[src/rtl/mem_stage_ctrl.sv]
// rtl/mem_stage_ctrl.sv - MEM-stage data-cache request, stall and load-extension controller
module mem_stage_ctrl #(
    parameter int unsigned DONE_HOLD = 1
) (
    input  logic        clk,
    input  logic        rst,
    input  logic        valid_in,
    input  logic        mem_read_in,
    input  logic        mem_write_in,
    input  logic [2:0]  funct3_in,
    input  logic [31:0] addr_in,
    input  logic [31:0] wdata_in,
    input  logic        dmem_resp,
    input  logic [31:0] dmem_rdata,
    output logic        dmem_read,
    output logic        dmem_write,
    output logic [31:0] dmem_address,
    output logic [31:0] dmem_wdata,
    output logic [3:0]  dmem_byte_enable,
    output logic [31:0] load_data,
    output logic        stall,
    output logic        mem_error
);

    typedef enum logic [1:0] {
        IDLE = 2'd0,
        BUSY = 2'd1,
        DONE = 2'd2
    } state_t;

    state_t      state_q, state_d;
    logic        dmem_read_q, dmem_read_d;
    logic        dmem_write_q, dmem_write_d;
    logic [31:0] dmem_address_q, dmem_address_d;
    logic [31:0] dmem_wdata_q, dmem_wdata_d;
    logic [3:0]  dmem_byte_enable_q, dmem_byte_enable_d;
    logic [31:0] load_data_q, load_data_d;
    logic [2:0]  funct3_q, funct3_d;
    logic [1:0]  addr_lo_q, addr_lo_d;
    logic [7:0]  done_cnt_q, done_cnt_d;

    logic        op;
    logic        is_rd;
    logic        legal;
    logic [3:0]  mask_c;
    logic [31:0] wdata_c;
    logic [7:0]  byte_sel;
    logic [15:0] half_sel;
    logic [31:0] ext_c;

    // Decode the incoming request: read beats write, legality depends on width, alignment and direction
    always_comb begin
        op      = valid_in & (mem_read_in | mem_write_in);
        is_rd   = mem_read_in;
        legal   = 1'b0;
        mask_c  = 4'b0000;
        wdata_c = 32'h0;
        case (funct3_in)
            3'b000:  legal = 1'b1;
            3'b100:  legal = is_rd;
            3'b001:  legal = ~addr_in[0];
            3'b101:  legal = is_rd & ~addr_in[0];
            3'b010:  legal = (addr_in[1:0] == 2'b00);
            default: legal = 1'b0;
        endcase
        if (!is_rd) begin
            case (funct3_in[1:0])
                2'b00: begin
                    mask_c  = 4'b0001 << addr_in[1:0];
                    wdata_c = {4{wdata_in[7:0]}};
                end
                2'b01: begin
                    mask_c  = 4'b0011 << addr_in[1:0];
                    wdata_c = {2{wdata_in[15:0]}};
                end
                default: begin
                    mask_c  = 4'b1111;
                    wdata_c = wdata_in;
                end
            endcase
        end
    end

    // Pick the addressed lane out of the returned word and extend it to 32 bits
    always_comb begin
        byte_sel = dmem_rdata[7:0];
        case (addr_lo_q)
            2'd0: byte_sel = dmem_rdata[7:0];
            2'd1: byte_sel = dmem_rdata[15:8];
            2'd2: byte_sel = dmem_rdata[23:16];
            2'd3: byte_sel = dmem_rdata[31:24];
            default: byte_sel = dmem_rdata[7:0];
        endcase
        half_sel = addr_lo_q[1] ? dmem_rdata[31:16] : dmem_rdata[15:0];
        case (funct3_q)
            3'b000:  ext_c = {{24{byte_sel[7]}}, byte_sel};
            3'b100:  ext_c = {24'h0, byte_sel};
            3'b001:  ext_c = {{16{half_sel[15]}}, half_sel};
            3'b101:  ext_c = {16'h0, half_sel};
            default: ext_c = dmem_rdata;
        endcase
    end

    // Next-state and registered-output computation for the IDLE/BUSY/DONE sequence
    always_comb begin
        state_d            = state_q;
        dmem_read_d        = dmem_read_q;
        dmem_write_d       = dmem_write_q;
        dmem_address_d     = dmem_address_q;
        dmem_wdata_d       = dmem_wdata_q;
        dmem_byte_enable_d = dmem_byte_enable_q;
        load_data_d        = load_data_q;
        funct3_d           = funct3_q;
        addr_lo_d          = addr_lo_q;
        done_cnt_d         = done_cnt_q;
        case (state_q)
            IDLE: begin
                load_data_d = 32'h0;
                if (op && legal) begin
                    state_d            = BUSY;
                    dmem_read_d        = is_rd;
                    dmem_write_d       = ~is_rd;
                    dmem_address_d     = {addr_in[31:2], 2'b00};
                    dmem_byte_enable_d = mask_c;
                    dmem_wdata_d       = wdata_c;
                    funct3_d           = funct3_in;
                    addr_lo_d          = addr_in[1:0];
                end
            end
            BUSY: begin
                if (dmem_resp) begin
                    state_d            = DONE;
                    dmem_read_d        = 1'b0;
                    dmem_write_d       = 1'b0;
                    dmem_address_d     = 32'h0;
                    dmem_byte_enable_d = 4'b0000;
                    dmem_wdata_d       = 32'h0;
                    load_data_d        = dmem_read_q ? ext_c : 32'h0;
                    done_cnt_d         = 8'h0;
                end
            end
            DONE: begin
                // valid_in still shows the finished instruction here, so it is deliberately not looked at
                if (done_cnt_q == 8'(DONE_HOLD - 1)) begin
                    state_d     = IDLE;
                    load_data_d = 32'h0;
                end else begin
                    done_cnt_d = done_cnt_q + 8'h1;
                end
            end
            default: begin
                state_d = IDLE;
            end
        endcase
    end

    // State and output registers; reset overrides any in-flight request
    always_ff @(posedge clk) begin
        if (rst) begin
            state_q            <= IDLE;
            dmem_read_q        <= 1'b0;
            dmem_write_q       <= 1'b0;
            dmem_address_q     <= 32'h0;
            dmem_wdata_q       <= 32'h0;
            dmem_byte_enable_q <= 4'b0000;
            load_data_q        <= 32'h0;
            funct3_q           <= 3'b000;
            addr_lo_q          <= 2'b00;
            done_cnt_q         <= 8'h0;
        end else begin
            state_q            <= state_d;
            dmem_read_q        <= dmem_read_d;
            dmem_write_q       <= dmem_write_d;
            dmem_address_q     <= dmem_address_d;
            dmem_wdata_q       <= dmem_wdata_d;
            dmem_byte_enable_q <= dmem_byte_enable_d;
            load_data_q        <= load_data_d;
            funct3_q           <= funct3_d;
            addr_lo_q          <= addr_lo_d;
            done_cnt_q         <= done_cnt_d;
        end
    end

    // Stall must rise in the acceptance cycle itself, so it and the error pulse are combinational
    assign stall            = ~rst & (((state_q == IDLE) & op & legal) | (state_q == BUSY));
    assign mem_error        = ~rst & (state_q == IDLE) & op & ~legal;
    assign dmem_read        = dmem_read_q;
    assign dmem_write       = dmem_write_q;
    assign dmem_address     = dmem_address_q;
    assign dmem_wdata       = dmem_wdata_q;
    assign dmem_byte_enable = dmem_byte_enable_q;
    assign load_data        = load_data_q;

endmodule

[config.mk]
export PLATFORM = sky130hd
export DESIGN_NAME = mem_stage_ctrl
export DESIGN_NICKNAME = d
export VERILOG_FILES = /design/src/rtl/mem_stage_ctrl.sv
export SDC_FILE = /design/constraint.sdc
export NUM_CORES = 1
export LEC_CHECK = 0
export CORE_MARGIN = 2
export CORE_UTILIZATION = 44
export CTS_BUF_LIST = sky130_fd_sc_hd__clkbuf_4 sky130_fd_sc_hd__clkbuf_8
export CTS_CLUSTER_DIAMETER = 80
export DETAILED_ROUTE_END_ITERATION = 8
export GPL_TIMING_DRIVEN = 0
export PLACE_DENSITY = 0.82
export SLEW_MARGIN = 20
export SYNTH_ARGS = -nofsm -noshare
export SYNTH_HDL_FRONTEND = slang
export SYNTH_SLANG_ARGS = --single-unit
[constraint.sdc]
create_clock -name clk -period 2.8 [get_ports clk]
set_clock_uncertainty 0.15 [all_clocks]
set_input_delay 0.84 -clock clk [delete_from_list [all_inputs] [get_ports clk]]
set_output_delay 0.84 -clock clk [all_outputs]
set_load 0.02 [all_outputs]
==> flow_metrics.env <==
export IMPL_crit_path_start_kind="input port"
export IMPL_power_switching_mw=1.01
export IMPL_yosys_cell_types_count=57
export IMPL_wirelength_um=16600
export IMPL_grt_max_degree=17
export IMPL_end_kind="primary output"
export IMPL_max_freq_mhz=360
export IMPL_p_seq_frac=0.441
export IMPL_drt_iter0_drc=280
export IMPL_avgSynthCellArea_sq_um=10.2
export IMPL_drc=0
export IMPL_pin_count=209
export IMPL_p_int_mw=2.84
export IMPL_leakagePower_nw=2.93
export IMPL_cp_max_fo=7
export IMPL_fill_cells=824
export IMPL_antenna_cells=0
export IMPL_arrival_ns=1.79
export IMPL_layout_common_cells="clkdlybuf4s50_1, dfxtp_1, a22o_1, nand2_1, mux2i_1"
export IMPL_maxSlewHeadroom=0.519
export IMPL_swShare=0.263
export IMPL_preCtsSetupSlack_ns=-1.29
export IMPL_combPwrFrac=0.153
export IMPL_finalWorstSetupSlack_ns=0.0225
export IMPL_dp_cells=836
export IMPL_clkPwrFrac=0.406
export IMPL_drt_vias_per_instance=5.62
export IMPL_dieHeight_um=111
export IMPL_grt_overflow_total=0
export IMPL_grt_pass1_wl_um=26200
export IMPL_period_needed_ns=2.78
export IMPL_synthAdderAreaFrac=0.00499
export IMPL_coreArea_sq_um=11000
export IMPL_synth_top_family_by_area="compound AO/OA/AOI/OAI gates"
export IMPL_yosys_most_used_dff="dfxtp_1"
export IMPL_grt_usage=0.266
export IMPL_syn_inst=490
export IMPL_cts_root_buffer="clkbuf_8"
export IMPL_area_delta_synth_final_pct=56.4
export IMPL_vias=4947
export IMPL_antenna_found_initial=0
export IMPL_crit_start="mem_write_in"
export IMPL_vdd_ir_drop_max_mv=0.384
export IMPL_io_buffers=205
export IMPL_dp_hpwl_um=12200
export IMPL_cts_tree="built"
export IMPL_synth_edf_count=0
export IMPL_cts_buffer_depth=2
export IMPL_setup_violations=0
export IMPL_fin_cells=880
export IMPL_drtAntennaViolNets=0
export IMPL_cp_data_required_time_ns=1.81
export IMPL_hold_violations=0
export IMPL_yosys_warnings=0
export IMPL_wire_per_inst_um=18.9
export IMPL_layout_drive_gt1_share=0.153
export IMPL_start_util=0.457
export IMPL_grt_pass1_vias=5114
export IMPL_synthSimpleGateAreaFrac=0.120
export IMPL_hold_start="dmem_write"
export IMPL_die_width_um=111
export IMPL_num_rows=38
export IMPL_nNetsFinal=834
export IMPL_rsz0062_at_grt="yes"
export IMPL_htree_num_levels=4
export IMPL_synth_seq_area_share=0.459
export IMPL_clk_latency_ns=0.45
export IMPL_total_power_mw=3.85
export IMPL_critPathKind="input port to primary output"
export IMPL_async_flop_share=0
export IMPL_ys_ff_latch=115
export IMPL_hold_path_class="flip-flop to flip-flop"
export IMPL_gp_congestion=0.861
export IMPL_cts_buffers=17
export IMPL_drv_slew=0
export IMPL_max_slew_worst_pin_slew_ns=0.716
export IMPL_final_common_cell="clkdlybuf4s50_1"
export IMPL_synth_xor_area_share=0.0122
export IMPL_drtPass1Iterations=8
export IMPL_synth_compound_area_share=0.277
export IMPL_clk_pin_slew_ns=0.07
export IMPL_outcome="finished, final reports clean"
export IMPL_power_density_nw_per_um2=491
export IMPL_finalCritPeriodShare=0.992
export IMPL_dieArea_sq_um=12300
export IMPL_utilization=0.714
export IMPL_netlist_area_sq_um=5010
export IMPL_maxCapViolations=0
export IMPL_regToRegStartpoint="state_q[0]"
export IMPL_cts_sinks=115
export IMPL_synth_mux_area_frac=0.0781
final timing paths:
path | depth (start not counted) | end | slack (ns)
max | 4 | mem_error | 0.02
min | 1 | dmem_write | 0.31
max reg2reg | 6 | load_data[30] | 0.57
min reg2reg | 1 | dmem_write | 0.31
flip-flops by register name, summed over array words and instances, names as in the netlist:
name,cells
dmem_wdata,32
load_data,32
dmem_address,30
done_cnt_q,8
dmem_byte_enable,4
funct3_q,3
addr_lo_q,2
state_q,2
dmem_read,1
dmem_write,1
logic make-up (layout without fill, tap and decap cells):
group / Yosys count / after routing
AO/OA/AOI/OAI: 176 / 176
XOR/XNOR: 7 / 7
adder cells (fa/ha/maj): 2 / 2
buffers and inverters: 47 / 296
flip-flops: 115 / 115
multiplexers: 38 / 38
other: 1 / 2
AND/OR/NAND/NOR: 104 / 104
what timing repair did:
action	in CTS	in global routing
setup endpoints to repair	18	23
buffers inserted	10	3
resized for setup	63	10
pin swaps	4	6
hold buffers	0	0
cells in the mapped netlist (all sizes together), types with 2 or more instances:
cell type,count,area share
and2,2,0.0025
ha,2,0.0050
o211ai,2,0.0030
buf,26,0.032
mux2,9,0.020
nor2b,10,0.012
nand3b,2,0.0030
or2,2,0.0025
inv,9,0.0067
a21o,2,0.0030
o22ai,8,0.010
a211oi,3,0.0070
mux2i,29,0.058
clkbuf,12,0.0090
a22o,52,0.091
nand3,4,0.0040
nor3,2,0.0020
nor2,16,0.012
a21oi,25,0.029
nand2,31,0.023
dfxtp,115,0.46
nand2b,13,0.016
or3,7,0.0087
o31ai,5,0.0075
nor4,4,0.011
nand4b,6,0.010
xnor2,6,0.010
o2bb2ai,18,0.031
a2bb2oi,8,0.014
a2111oi,2,0.0072
o21ai,27,0.028
a221o,17,0.034
through the flow:
step	area (sq um)	setup TNS, ns	hold WS [ns]
after CTS	7810	-0.000659	0.315
final	7850	0	0.314
after floorplan	5050	0	0.327
after detailed placement	7270	-33.29	0.298
after global routing	7850	-0.0368	0.340
after global placement	7270	-28.38	0.286
power by group through the flow:
stage	logic, mW	registers [mW]	clock network, mW
after CTS	0.579	1.70	1.58
after global routing	0.623	1.70	1.65
after floorplan	0.219	1.77	0
after global placement	0.541	1.73	0
final	0.588	1.70	1.56
after detailed placement	0.555	1.73	0
final cells by class:
cell class | instances | area (sq um) | area share
clock buffer | 20 | 275 | 0.0351
sequential | 115 | 2300 | 0.293
tap | 140 | 175 | 0.0223
clock inverter | 12 | 130 | 0.0166
inverter | 9 | 33.8 | 0.00431
multi-input combinational | 329 | 2560 | 0.326
timing repair buffer | 218 | 2140 | 0.273
buffer | 37 | 230 | 0.0293
metal layers:
layer / vias up / global-route usage / share of wire
li1: 2318 / - / -
met1: 2376 / 0.295 / 0.40
met2: 215 / 0.454 / 0.49
met3: 38 / 0.0946 / 0.087
met4: 0 / 0.124 / 0.029
met5: - / 0 / 0
worst max-delay path: stages:
cell           delay, ns
dlygate4sd2_1       0.25
o21ai_2             0.46
nor4_4              0.05
buf_4               0.18
No activity file was read; power rests on OpenSTA's default activity.
